===== config.mk =====
export PLATFORM = sky130hd
export DESIGN_NAME = fft8_input_framer_flat
export DESIGN_NICKNAME = d
export VERILOG_FILES = /design/src/rtl/fft8_input_framer_if.sv /design/src/rtl/fft8_input_framer.sv /design/src/flat_wrapper.sv
export SDC_FILE = /design/constraint.sdc
export NUM_CORES = 1
export LEC_CHECK = 0
export ABC_CLOCK_PERIOD_IN_PS = 4700
export BUFFER_PORTS_ARGS = -buffer_cell sky130_fd_sc_hd__buf_2
export CORE_AREA = 2 2 237 286
export CTS_CLUSTER_DIAMETER = 30
export DETAILED_ROUTE_END_ITERATION = 10
export DIE_AREA = 0 0 239 288
export GPL_ROUTABILITY_DRIVEN = 0
export SLEW_MARGIN = 25
export SYNTH_ARGS = -nofsm -noshare
export SYNTH_HDL_FRONTEND = slang
export SYNTH_SLANG_ARGS = --single-unit

===== constraint.sdc =====
create_clock -name clk -period 4.7 [get_ports clk]
set_input_delay 0.235 -clock clk [delete_from_list [all_inputs] [get_ports clk]]
set_output_delay 0.235 -clock clk [all_outputs]
set_load 0.05 [all_outputs]

===== src/rtl/fft8_input_framer_if.sv =====
// Handshake and frame buses between the sample source, the framer and the FFT core.
interface fft8_input_framer_if #(
  parameter int unsigned DW = 16,
  parameter int unsigned N  = 8
);
  logic            in_valid;
  logic            in_ready;
  logic [DW-1:0]   in_real;
  logic [DW-1:0]   in_imag;
  logic            in_last;
  logic            out_valid;
  logic            out_ready;
  logic [N*DW-1:0] out_real;
  logic [N*DW-1:0] out_imag;
  logic            align_err;
  logic [15:0]     frame_cnt;

  // Sample source / frame consumer side.
  modport master (
    output in_valid, in_real, in_imag, in_last, out_ready,
    input  in_ready, out_valid, out_real, out_imag, align_err, frame_cnt
  );

  // Framer side.
  modport slave (
    input  in_valid, in_real, in_imag, in_last, out_ready,
    output in_ready, out_valid, out_real, out_imag, align_err, frame_cnt
  );
endinterface


===== src/rtl/fft8_input_framer.sv =====
// Serial-to-parallel ping-pong framer feeding the 8-point FFT core.
module fft8_input_framer #(
  parameter int unsigned DW = 16,
  parameter int unsigned N  = 8
) (
  input  logic                 clk,
  input  logic                 rst,
  fft8_input_framer_if.slave   bus
);
  localparam int unsigned IW = $clog2(N);
  localparam logic [IW-1:0] LAST_IDX = IW'(N - 1);

  // Sample storage: [bank][index], not reset.
  logic [DW-1:0] mem_re_q [2][N];
  logic [DW-1:0] mem_im_q [2][N];

  logic [IW-1:0] wr_idx_q, wr_idx_d;
  logic          wr_bank_q, wr_bank_d;
  logic          rd_bank_q, rd_bank_d;
  logic [1:0]    full_q, full_d;
  logic          in_ready_q, in_ready_d;
  logic          out_valid_q, out_valid_d;
  logic          align_err_q, align_err_d;
  logic [15:0]   frame_cnt_q, frame_cnt_d;

  logic accept;
  logic handoff;

  assign accept  = bus.in_valid && in_ready_q;
  assign handoff = out_valid_q && bus.out_ready;

  // Next-state: handoff frees the read bank, accept fills the write bank; they never hit the same bank.
  always_comb begin
    wr_idx_d    = wr_idx_q;
    wr_bank_d   = wr_bank_q;
    rd_bank_d   = rd_bank_q;
    full_d      = full_q;
    frame_cnt_d = frame_cnt_q;
    align_err_d = 1'b0;

    if (handoff) begin
      full_d[rd_bank_q] = 1'b0;
      rd_bank_d         = ~rd_bank_q;
      frame_cnt_d       = frame_cnt_q + 16'd1;
    end

    if (accept) begin
      if (wr_idx_q == LAST_IDX) begin
        full_d[wr_bank_q] = 1'b1;
        wr_bank_d         = ~wr_bank_q;
        wr_idx_d          = '0;
        align_err_d       = !bus.in_last;
      end else if (bus.in_last) begin
        wr_idx_d    = '0;
        align_err_d = 1'b1;
      end else begin
        wr_idx_d = wr_idx_q + IW'(1);
      end
    end

    in_ready_d  = !full_d[wr_bank_d];
    out_valid_d = full_d[rd_bank_d];
  end

  // Control state register.
  always_ff @(posedge clk or posedge rst) begin
    if (rst) begin
      wr_idx_q    <= '0;
      wr_bank_q   <= 1'b0;
      rd_bank_q   <= 1'b0;
      full_q      <= 2'b00;
      in_ready_q  <= 1'b1;
      out_valid_q <= 1'b0;
      align_err_q <= 1'b0;
      frame_cnt_q <= 16'd0;
    end else begin
      wr_idx_q    <= wr_idx_d;
      wr_bank_q   <= wr_bank_d;
      rd_bank_q   <= rd_bank_d;
      full_q      <= full_d;
      in_ready_q  <= in_ready_d;
      out_valid_q <= out_valid_d;
      align_err_q <= align_err_d;
      frame_cnt_q <= frame_cnt_d;
    end
  end

  // Sample write into the filling bank.
  always_ff @(posedge clk) begin
    if (accept) begin
      mem_re_q[wr_bank_q][wr_idx_q] <= bus.in_real;
      mem_im_q[wr_bank_q][wr_idx_q] <= bus.in_imag;
    end
  end

  // Parallel presentation of the read bank; sample 0 in the low lane.
  always_comb begin
    bus.out_real = '0;
    bus.out_imag = '0;
    for (int unsigned k = 0; k < N; k++) begin
      bus.out_real[DW*k +: DW] = mem_re_q[rd_bank_q][k];
      bus.out_imag[DW*k +: DW] = mem_im_q[rd_bank_q][k];
    end
  end

  assign bus.in_ready  = in_ready_q;
  assign bus.out_valid = out_valid_q;
  assign bus.align_err = align_err_q;
  assign bus.frame_cnt = frame_cnt_q;
endmodule


===== src/flat_wrapper.sv =====
// flat-port wrapper written by rule: the top's interface ports become plain ports
module fft8_input_framer_flat 
#(
  parameter int unsigned DW = 16,
  parameter int unsigned N  = 8
)
  (clk, rst, bus_in_valid, bus_in_real, bus_in_imag, bus_in_last, bus_out_ready, bus_in_ready, bus_out_valid, bus_out_real, bus_out_imag, bus_align_err, bus_frame_cnt);
  fft8_input_framer_if #(.DW(DW), .N(N)) bus_i ();
  input  logic clk;
  input  logic rst;
  input wire logic [$bits(bus_i.in_valid)-1:0] bus_in_valid;
  input wire logic [$bits(bus_i.in_real)-1:0] bus_in_real;
  input wire logic [$bits(bus_i.in_imag)-1:0] bus_in_imag;
  input wire logic [$bits(bus_i.in_last)-1:0] bus_in_last;
  input wire logic [$bits(bus_i.out_ready)-1:0] bus_out_ready;
  output wire logic [$bits(bus_i.in_ready)-1:0] bus_in_ready;
  output wire logic [$bits(bus_i.out_valid)-1:0] bus_out_valid;
  output wire logic [$bits(bus_i.out_real)-1:0] bus_out_real;
  output wire logic [$bits(bus_i.out_imag)-1:0] bus_out_imag;
  output wire logic [$bits(bus_i.align_err)-1:0] bus_align_err;
  output wire logic [$bits(bus_i.frame_cnt)-1:0] bus_frame_cnt;
  assign bus_i.in_valid = bus_in_valid;
  assign bus_i.in_real = bus_in_real;
  assign bus_i.in_imag = bus_in_imag;
  assign bus_i.in_last = bus_in_last;
  assign bus_i.out_ready = bus_out_ready;
  assign bus_in_ready = bus_i.in_ready;
  assign bus_out_valid = bus_i.out_valid;
  assign bus_out_real = bus_i.out_real;
  assign bus_out_imag = bus_i.out_imag;
  assign bus_align_err = bus_i.align_err;
  assign bus_frame_cnt = bus_i.frame_cnt;
  fft8_input_framer #(.DW(DW), .N(N)) u_core (.clk(clk), .rst(rst), .bus(bus_i));
endmodule

[Word level (Yosys, flattened, before mapping)]
Memories as Yosys holds them, arrays and structs flattened.
Index checks and enable logic that the tools add are counted.
Word-level totals
  register bits after elaboration: 26
  bits in writable memories: 512
  output and inout port bits: 275
  word-level logic and storage cells: 57
  memories kept: 2
Operators by class
  add/sub/neg operators: 2
  magnitude comparators: 8
  equal/unequal tests: 1
  muxes and demuxes: 23
  bitwise gates (word level): 6
  reductions and logical operators: 7
Memories
  u_core.mem_im_q: depth 2, width 128, rd ports 1, clocked after memory_dff 0, wr ports 1, RTL line fft8_input_framer.sv:15  | logic [DW-1:0] mem_im_q [2][N];
  u_core.mem_re_q: depth 2, width 128, rd ports 1, clocked after memory_dff 0, wr ports 1, RTL line fft8_input_framer.sv:14  | logic [DW-1:0] mem_re_q [2][N];
Operators with widths (count)
  $mux 128: 1
  $demux 16 s3: 1
  $add 16x1->16 const B: 1
  $mux 16: 1
  $mux 1: 13
  $lt 1x2->1 const B: 4
  $mux 2: 3
  $mux 3: 2
  $logic_and 1x1->1: 5
  $ge 4x4->1 const B: 1
  $lt 4x1->1 const B: 1
  $not 3->4: 1
  $add 3x1->3 const B: 1
  $eq 3x3->1 const B: 1
  $and 2x2->2: 1
  $demux 1 s1: 2
  $ge 1x1->1 const B: 2
  $logic_not 1->1: 2
  $not 1->1: 2
  $not 2->2: 1
  $or 2x2->2: 1

[Longest topological paths before layout]
  depth in word-level cells: 13
  depth in mapped cells: 6

[Least setup slack after synthesis]
OpenSTA, ideal clock, no wires.
  kind: flip-flop to flip-flop
  start: register u_core.in_ready_q (netlist: u_core.bus.in_ready)
  end: memory u_core.mem_im_q[0][112] (netlist name) (enable)
  data arrival time: 3500 ps
  required time: 4239 ps
  slack: 739 ps
  stages on the path, launching flop included: 4
  path through: dfstp_2 -> nand2_1 -> or3_1 -> nor3_1
Between the ends
  cells in the longest elaborated chain, start to end: 3
RTL lines
  start, declared: RTL line fft8_input_framer.sv:21  | logic in_ready_q, in_ready_d;
  start signal, assigned: RTL line fft8_input_framer.sv:81  | in_ready_q <= in_ready_d;
  $logic_and 1x1->1: RTL line fft8_input_framer.sv:29  | assign accept = bus.in_valid && in_ready_q;
  $mux 1: RTL line fft8_input_framer.sv:90  | if (accept) begin
  $mux 128 (implied by the code): RTL line fft8_input_framer.sv:92  | mem_im_q[wr_bank_q][wr_idx_q] <= bus.in_imag;
  end, declared: RTL line fft8_input_framer.sv:15
Every way passes these cells.

[Final worst setup path]
  start: register u_core.rd_bank_q
  end: output port bus_out_real[115]
Between the ends
  cells in the longest elaborated chain, start to end: 1
RTL lines
  start, declared: RTL line fft8_input_framer.sv:19  | logic rd_bank_q, rd_bank_d;
  start signal, assigned: RTL line fft8_input_framer.sv:79  | rd_bank_q <= rd_bank_d;
  $mem_v2 2x128
  end, declared: RTL line flat_wrapper.sv:18  | output wire logic [$bits(bus_i.out_real)-1:0] bus_out_real;
Every way passes these cells.

==> impl_metrics.ini <==
[clock_network]
clock_path_buffers = 3
numCtsBuffers = 104
worstSkewPairLatency_ns = 0.65
clkTransAtPathRegs_ns = 0.05
cts_tree = yes
cts_setup_buffers = 0
htreeDepth = 3
cts_root_buffer = clkbuf_16
clock_sinks = 538

[die]
dieArea_um2 = 68800
core_um2 = 66400
num_rows = 104
io_pins = 312
die_h_um = 288
die_x_um = 239
initial_core_util = 0.297

[job]
timing.max_cap.violations = 0

[global_route]
grt_overflow = 0
track_usage = 0.144
grt_pass1_vias = 10600
grt_pass1_wl_mm = 71.3
antenna_found_initial = 1
grt_max_degree = 180

[worst_setup_path]
path_cells = buf_12 -> buf_16 -> mux2_2 -> buf_2
r2r_cells = 4
path_class = reg2out
timing.rr.start = u_core.bus.in_ready
r2r_end = u_core.mem_re_q[1][115]
end_kind = output port
required_ns = 4.47
critical-path-max-stage-delay_ns = 0.44
cp_top_family = buffers and inverters
cp.arrival_ns = 2.61
cp_num_buf_inv = 3
r2r_slack_ns = 2.12
crit_fanout = 97
startpoint_type = flip-flop
critical_path.slowest_cell = mux2_2

[synthesis]
netlist_area_um2 = 19700
synth_top_cell_area_share = 0.780
synth_ff_type = edfxtp_1
ys_top_cells_by_area = edfxtp_1 78%, mux2_2 15%, dfrtp_1 3.2%, buf_2 0.74%, xnor2_1 0.58%
synth_area_leader_cell = edfxtp_1
synth_seq_area_share = 0.813
syn_inst = 923
yosys_warnings = 0
syn_area_per_cell_um2 = 21.4
ys_ff_latch = 538
synth_fp_nets = 964
synthArstFlopShare = 0.0483
synth_cell_type_count = 33
synth_edf_count = 512

[run_status]
status = finished, final reports clean

[routing]
viasPerCell = 4.49
avgRoutedWirePerCell_um = 22.0
vias = 10300
drtPass1Iterations = 5
drtIter0Drc = 556
wl_mm = 50.4
drtAntennaViolNets = 0
drc = 0

[power_and_ir_drop]
p_sw_frac = 0.346
seq_power_share = 0.311
combPwrFrac = 0.279
internal_power_mw = 11.7
cellPowerDensity_nw_per_um2 = 676
power.leakage_nw = 9.48
p_clk_frac = 0.410
peakVddDrop_mv = 0.398
switchingPower_mw = 6.19

[hold_path]
hold_class = in2reg
hp-start = bus_in_real[3]
min_delay_path_depth = 1
min_to = u_core.mem_re_q[0][83]

[timing]
fin_worst_skew_ns = 0.0340
finalSetupTns_ns = 0
setup-violations-final = 0
grt_setup_unrepaired = false
drv_slew = 0
min_period_over_period = 0.605
fmax_mhz = 352
tightest_slew_ns = 0.800
hold_slack_ns = 0.0197
maxSlewHeadroom = 0.466
hold_violations = 0
period_needed_ns = 2.84

[placed_design]
portBuffers = 311
dpl-instance-area_um2 = 22500
hpwl_mm = 32.0
placed_cells = 2071

[final_layout]
fin_nets = 1399
num_antenna_cells = 0
finalNonFillerCells = 2294
area_growth_pct = 34.2
drive_gt1_frac = 0.540
stdcell_area_um2 = 26400
[cells by family (layout without fill, tap and decap cells)]
group,Yosys count,count (layout),share of synthesized area
flops,538,538,0.813
mux,258,258,0.147
simple gates,65,65,0.0179
buf+inv,31,554,0.00775
xor+xnor,18,18,0.00800
compound gates,9,9,0.00318
fa+ha+maj,4,4,0.00254
[power groups by stage]
stage	combinational, mW	clock, mW	sequential [mW]
after CTS	5.05	7.47	5.55
after global placement	5.00	0	5.63
final	4.99	7.33	5.55
after global routing	5.20	7.71	5.56
after floorplan	3.82	0	5.69
after detailed placement	5.02	0	5.63
[cells in the final DEF (no fill, tap or decap), types with 6 or more instances in the layout]
cell / n
buf_2: 311
clkinv_2: 13
clkbuf_1: 12
nand4_1: 6
nand2_1: 15
nand3_1: 6
clkinvlp_4: 14
inv_6: 8
bufinv_16: 13
dlygate4sd3_1: 26
xnor2_1: 13
nor2_4: 12
mux2_2: 257
dfrtp_1: 24
buf_16: 8
clkinv_4: 9
clkbuf_16: 106
clkinv_1: 14
edfxtp_1: 512
buf_4: 12
[state kept, by name, indices dropped and copies added, names as in the netlist]
register / count
u_core.mem_im_q: 256
u_core.full_q: 2
u_core.mem_re_q: 256
u_core.bus.align_err: 1
u_core.bus.in_ready: 1
u_core.bus.frame_cnt: 16
u_core.wr_idx_q: 3
u_core.rd_bank_q: 1
u_core.wr_bank_q: 1
u_core.bus.out_valid: 1
[layout make-up]
class                      count  area (um2)
sequential                   538       16000
multi-input combinational    354        3640
inverter                       1        3.75
clock buffer                 118        2700
clock inverter                76         861
fill                        6024       39900
tap                          848        1060
timing repair buffer         359        2160
[stage by stage]
stage          utilization  power [mW]  setup WS, ns
6_report             0.399        17.9          1.86
3_5_place_dp         0.340        10.7          2.10
5_1_grt              0.399        18.5          1.71
4_1_cts              0.397        18.1          1.82
3_3_place_gp         0.338        10.6          2.12
2_1_floorplan            -        9.50         0.739
[Yosys cell counts, types with 2 or more instances]
cell and instances:
and2_1 2, nand2b_1 2, and3_1 2, xnor2_1 13, dfrtp_1 25, nand4_1 6, nor3_1 6, edfxtp_1 512
a22o_1 2, nand3_1 6, o21ai_0 4, buf_2 29, mux2_2 257, nand2_1 15, xor2_1 5, nor2_1 17
ha_1 4
[worst max path at each step]
stage                        startpoint                      end  slack [ns]  depth (start not counted)
global route           u_core.rd_bank_q        bus_out_real[115]        1.71                          4
detailed placement  u_core.bus.in_ready  u_core.mem_re_q[1][114]        2.10                          4
CTS                    u_core.rd_bank_q        bus_out_imag[113]        1.82                          3
floorplan           u_core.bus.in_ready  u_core.mem_im_q[0][112]        0.74                          3
global placement    u_core.bus.in_ready  u_core.mem_re_q[1][114]        2.12                          4
finish                 u_core.rd_bank_q        bus_out_real[115]        1.86                          4
[what timing repair did]
action	4_1_cts	5_1_grt
hold buffers	26	0
endpoints found under the setup margin	0	0
resized for setup	0	0
hold endpoints to repair	328	0
[layer usage]
layer | GRT usage | share of wire | routed length (um)
met3 | 0.0401 | 0.068 | 3420
met1 | 0.181 | 0.42 | 21200
met2 | 0.235 | 0.49 | 24600
met5 | 0 | 0 | 0
met4 | 0.0588 | 0.024 | 1200
Power figures use the tool's default switching activity.
